<file path="src/rtl/spart_rx_fifo.sv">
// -----------------------------------------------------------------------------
// spart_rx_fifo
//   Receive-side FIFO for the SPART. Every byte the receiver flags with a rising
//   edge on rx_rda is captured into a DEPTH-entry circular buffer, and the
//   receiver is acked one cycle later so it can present the next byte. The
//   processor reads the FIFO head (ioaddr 00) or a status byte (ioaddr 01)
//   over the SPART IO bus; a data read pops the head.
//
//   Optional feature macro: SPART_RX_OVERRUN_EN
//     defined   : a byte dropped because the FIFO is full sets a sticky
//                 overrun flag (status bit 7), cleared by a status read.
//     undefined : no overrun flag; status bit 7 reads 0 and drops are silent.
//
// Parameters
//   DEPTH    FIFO entries, power of two in 2..16
// Ports
//   clk      in   system clock
//   rst_n    in   asynchronous active-low reset
//   rx_data  in   [7:0] receiver byte
//   rx_rda   in   receiver byte-available level (high until acked)
//   rx_ack   out  one-cycle ack pulse, one per rx_rda rising edge
//   iocs     in   chip select
//   iorw     in   1 = read, 0 = write (writes are ignored)
//   ioaddr   in   [1:0] 00 data, 01 status, 1x reserved
//   rd_data  out  [7:0] combinational read data
//   rda      out  FIFO not empty
// -----------------------------------------------------------------------------
module spart_rx_fifo #(
    parameter int DEPTH = 8
) (
    input  logic       clk,
    input  logic       rst_n,
    input  logic [7:0] rx_data,
    input  logic       rx_rda,
    output logic       rx_ack,
    input  logic       iocs,
    input  logic       iorw,
    input  logic [1:0] ioaddr,
    output logic [7:0] rd_data,
    output logic       rda
);

    localparam int             PW        = $clog2(DEPTH);
    localparam logic [PW-1:0]  PTR_ONE   = PW'(1);
    localparam logic [4:0]     CNT_DEPTH = 5'(DEPTH);

    logic [7:0]    mem_q [DEPTH];
    logic [PW-1:0] wr_ptr_q, wr_ptr_d;
    logic [PW-1:0] rd_ptr_q, rd_ptr_d;
    logic [4:0]    count_q, count_d;
    logic          rx_ack_q, rx_ack_d;
    logic          rda_q, rda_d;
    logic          ovr_bit_s;

    logic push_try_s;
    logic push_ok_s;
    logic pop_s;
    logic data_sel_s;
    logic stat_sel_s;
    logic empty_s;
    logic full_s;

    // Bus decode, flag derivation and push/pop qualification.
    always_comb begin
        data_sel_s = iocs & iorw & (ioaddr == 2'b00);
        stat_sel_s = iocs & iorw & (ioaddr == 2'b01);
        empty_s    = (count_q == 5'd0);
        full_s     = (count_q == CNT_DEPTH);
        // Rising edge of rx_rda, suppressed while the previous ack is still out.
        push_try_s = rx_rda & ~rda_q & ~rx_ack_q;
        pop_s      = data_sel_s & ~empty_s;
        // A same-cycle pop frees the slot, so a full FIFO can still accept.
        push_ok_s  = push_try_s & (~full_s | pop_s);
    end

    // Next-state for pointers, occupancy, ack and edge-detect history.
    always_comb begin
        wr_ptr_d = wr_ptr_q;
        rd_ptr_d = rd_ptr_q;
        count_d  = count_q;
        rx_ack_d = push_try_s;     // acked even when the byte is dropped
        rda_d    = rx_rda;
        if (push_ok_s) begin
            wr_ptr_d = wr_ptr_q + PTR_ONE;
        end else begin
            wr_ptr_d = wr_ptr_q;
        end
        if (pop_s) begin
            rd_ptr_d = rd_ptr_q + PTR_ONE;
        end else begin
            rd_ptr_d = rd_ptr_q;
        end
        case ({push_ok_s, pop_s})
            2'b10:   count_d = count_q + 5'd1;
            2'b01:   count_d = count_q - 5'd1;
            default: count_d = count_q;
        endcase
    end

    // Control state register.
    always_ff @(posedge clk or negedge rst_n) begin
        if (!rst_n) begin
            wr_ptr_q <= '0;
            rd_ptr_q <= '0;
            count_q  <= 5'd0;
            rx_ack_q <= 1'b0;
            rda_q    <= 1'b0;
        end else begin
            wr_ptr_q <= wr_ptr_d;
            rd_ptr_q <= rd_ptr_d;
            count_q  <= count_d;
            rx_ack_q <= rx_ack_d;
            rda_q    <= rda_d;
        end
    end

    // Byte storage; deliberately not reset, contents are qualified by count.
    always_ff @(posedge clk) begin
        if (push_ok_s) begin
            mem_q[wr_ptr_q] <= rx_data;
        end
    end

`ifdef SPART_RX_OVERRUN_EN
    logic overrun_q, overrun_d;

    // Sticky overrun: a drop wins over a clearing status read in the same cycle.
    always_comb begin
        overrun_d = (overrun_q & ~stat_sel_s) | (push_try_s & ~push_ok_s);
        ovr_bit_s = overrun_q;
    end

    // Overrun flag register.
    always_ff @(posedge clk or negedge rst_n) begin
        if (!rst_n) begin
            overrun_q <= 1'b0;
        end else begin
            overrun_q <= overrun_d;
        end
    end
`else
    // Without the overrun feature status bit 7 is tied low.
    always_comb begin
        ovr_bit_s = 1'b0;
    end
`endif

    // Read mux and status outputs.
    always_comb begin
        rd_data = 8'h00;
        if (iocs & iorw) begin
            case (ioaddr)
                2'b00: begin
                    if (!empty_s) begin
                        rd_data = mem_q[rd_ptr_q];
                    end else begin
                        rd_data = 8'h00;
                    end
                end
                2'b01:   rd_data = {ovr_bit_s, full_s, empty_s, count_q};
                default: rd_data = 8'h00;
            endcase
        end else begin
            rd_data = 8'h00;
        end
        rda    = ~empty_s;
        rx_ack = rx_ack_q;
    end

endmodule

</file>
<file path="config.mk">
export PLATFORM = sky130hd
export DESIGN_NAME = spart_rx_fifo
export DESIGN_NICKNAME = d
export VERILOG_FILES = /design/src/rtl/spart_rx_fifo.sv
export SDC_FILE = /design/constraint.sdc
export NUM_CORES = 1
export LEC_CHECK = 0
export CORE_ASPECT_RATIO = 0.9
export CORE_MARGIN = 2
export CORE_UTILIZATION = 62
export CTS_CLUSTER_DIAMETER = 200
export CTS_CLUSTER_SIZE = 25
export DETAILED_ROUTE_END_ITERATION = 16
export GPL_TIMING_DRIVEN = 0
export PLACE_DENSITY = 0.83
export SLEW_MARGIN = 20
export SYNTH_ARGS = -nofsm -noshare
export SYNTH_HDL_FRONTEND = slang
export SYNTH_SLANG_ARGS = --single-unit
</file>
<file path="constraint.sdc">
create_clock -name clk -period 8.23 [get_ports clk]
set_input_delay 1.646 -clock clk [delete_from_list [all_inputs] [get_ports clk]]
set_output_delay 1.646 -clock clk [all_outputs]
set_load 0.02 [all_outputs]
</file>
==> out/metrics.cfg <==
[critical_path]
cp-start-kind=primary input
cp-end-kind=output port
path_common_cell=clkdlybuf4s50_1
critPathMaxFanout=8
cpPeakStageDelay_ns=0.60
critical_path_buf_inv_count=3
slowest_stage=clkdlybuf4s50_1
crit_chain=clkdlybuf4s50_1, nand4bb_1, nand2b_4, inv_2, a32o_1, clkdlybuf4s50_1
crit_arrival_ns=3.48
worstPathRequired_ns=6.58
path_class=in -> out
cpLargestDelayFamily=buffers and inverters

[yosys]
yosys_register_bits=77
synth.distinct_cells=38
seq_area_frac_synth=0.6816
postSynthAreaPerCell_um2=18.11
ys_warn_count=0
syn_area_um2=3297
yosys-top-cells-area=edfxtp_1, dfrtp_1, mux4_2, mux4_1, mux2i_1
ys_async_sr_fraction=0.1688
dominantRegCellSynth=edfxtp_1
yosysTopAreaCell=edfxtp_1
synth_edf_count=64
synth_nets=202
synth_cells=182
netlist.area_leader.share=0.5829

[final_layout]
fill_cells=311
regArea_um2=2247
multi_input_area_um2=1005
fin_nets=238
drive_gt1_frac=0.2108
syn_to_final_growth_pct=16.62
antenna_cells=0
fin_area_um2=3845

[global_route]
grt_pass1_wl_um=9998
gr-total-overflow=0
antenna_found_initial=0
grt_max_degree=14
grt_pass1_vias=1834
track_usage=0.2437

[outcome]
status=finished clean

[sta]
slew-limit-headroom=0.3685
slew_viol_final=0
timing.setup.tns_ns=0
worst_slew_pin_slew_ns=0.9422
period_share=0.6230
holdWs_ns=0.5398
final_hold_viol_count=0
finClkSkew_ns=0.006900
clock.fmax_mhz=195.0
setup_viol=0
min_period_ns=5.127
grt_setup_unrepaired=no

[run]
drv_cap=0

[pwr]
p_seq_frac=0.461
switchingPower_mw=0.3468
sw_frac_of_total=0.3101
internal_power_mw=0.7716
p_leak_nw=1.332
power.density_nw_per_um2=290.9
peakVddDrop_mv=0.2021
combPwrFrac=0.299
pwr-share-clk=0.240

[clocking]
tritoncts=done
cts.path.max_buffers=2
clkTransAtPathRegs_ns=0.08
htreeDepth=3
post_cts_buffers=0
cts_buffers=9
clk_latency_ns=0.34
cts-root-buf=clkbuf_8
clock-sinks=77
ctsResizeCount=0
ctsHoldBuffers=0

[placement]
gp_congestion=0.8729
io_buffers=24
dpl.hpwl_um=4173
dpl_cell_area_um2=3655

[detailed_routing]
drtIter0Drc=99
drtAntennaViolNets=0
vias=1800
wire_per_inst_um=22.03
dr.pass1.iters=4
vias_per_cell=6.207
wirelength_um=6390
drcViolationCount=0

[floorplan]
die_h_um=73.18
die_w_um=80.87
start_util=0.6349
core_um2=5192
ios=25
die-area_um2=5918
num_rows=25

[worst_hold_path]
hold_path_class=reg -> reg

-- cells by family after synthesis --
logic type / after synthesis / synth area share
buffers and inverters: 13 / 0.02163
and+or+nand+nor: 33 / 0.06110
adders and majority gates: 5 / 0.01898
xor gates and xnor gates: 10 / 0.02656
AOI/OAI and AO/OA: 16 / 0.03378
DFF: 77 / 0.6816
muxes: 28 / 0.1564
-- cells in the final DEF, fill, tap and decap left out, types with 7 or more instances in the layout --
cell type	instances
edfxtp_1	64
clkdlybuf4s50_1	24
dfrtp_1	13
mux4_2	9
nand2_1	9
clkbuf_8	9
mux2i_1	8
o21ai_0	7
mux4_1	7
-- stage by stage --
step	setup WS, ns	cells	total power, mW	utilization
2_1_floorplan	3.990	182	0.7523	-
3_3_place_gp	3.148	273	0.8261	0.6973
6_report	3.103	290	1.118	0.7405
3_5_place_dp	3.138	274	0.8523	0.7039
5_1_grt	3.043	290	1.169	0.7405
4_1_cts	3.107	290	1.120	0.7405
-- Yosys cell counts, types with 2 or more instances --
master     n
edfxtp_1  64
dfrtp_1   13
mux4_2     9
nand2_1    9
mux2i_1    8
mux4_1     7
o21ai_0    7
ha_1       5
nor2_1     5
nor3_1     5
xnor2_1    5
xor2_1     5
inv_1      4
a21oi_1    3
buf_2      3
mux2_2     3
buf_6      2
clkbuf_1   2
nand2b_1   2
nand3_1    2
or3b_2     2
-- worst min-delay path: stages, from the launching register on --
cell and delay, ns:
dfrtp_1 0.32, or3b_2 0.14, inv_1 0.04
-- power groups by stage --
stage / clock network [mW] / logic (mW) / registers [mW]
6_report: 0.268 / 0.335 / 0.516
5_1_grt: 0.287 / 0.362 / 0.519
4_1_cts: 0.271 / 0.334 / 0.514
3_5_place_dp: 0 / 0.330 / 0.522
3_3_place_gp: 0 / 0.313 / 0.513
2_1_floorplan: 0 / 0.245 / 0.508
-- final cells by class --
type / instances / area share
timing repair buffer: 25 / 0.06443
multi-input combinational: 92 / 0.2613
buffer: 8 / 0.01367
clock inverter: 7 / 0.01725
tap: 67 / 0.02180
inverter: 5 / 0.004881
sequential: 77 / 0.5844
clock buffer: 9 / 0.03222
-- layer usage --
metal  GRT usage  wire length [um]  up-vias
met1      0.3192              2609      903
met4     0.07345                85        0
met3     0.06807               417       11
li1            -                 -      795
met2      0.4031              3277       91
met5           0                 0        -
-- state kept, by name, summed over array words and instances, names as in the netlist --
name and flops:
count_q 5, rda_q 1, wr_ptr_q 3, mem_q 64
rd_ptr_q 3, rx_ack 1
-- final timing paths --
kind,end,cells after the start,start,slack [ns]
worst max-delay path,rd_data[5],6,ioaddr[0],3.10
worst min-delay path,rx_ack$_DFF_PN0_,2,rda_q$_DFF_PN0_,0.54
worst max register to register,count_q[4]$_DFFE_PN0P_,11,count_q[1]$_DFFE_PN0P_,5.03
worst min register to register,rx_ack$_DFF_PN0_,2,rda_q$_DFF_PN0_,0.54
max in group asynchronous,wr_ptr_q[1]$_DFFE_PN0P_,1,rst_n,6.13
min in group asynchronous,rda_q$_DFF_PN0_,1,rst_n,1.69
Note: power is estimated with default switching activity, not from simulation.
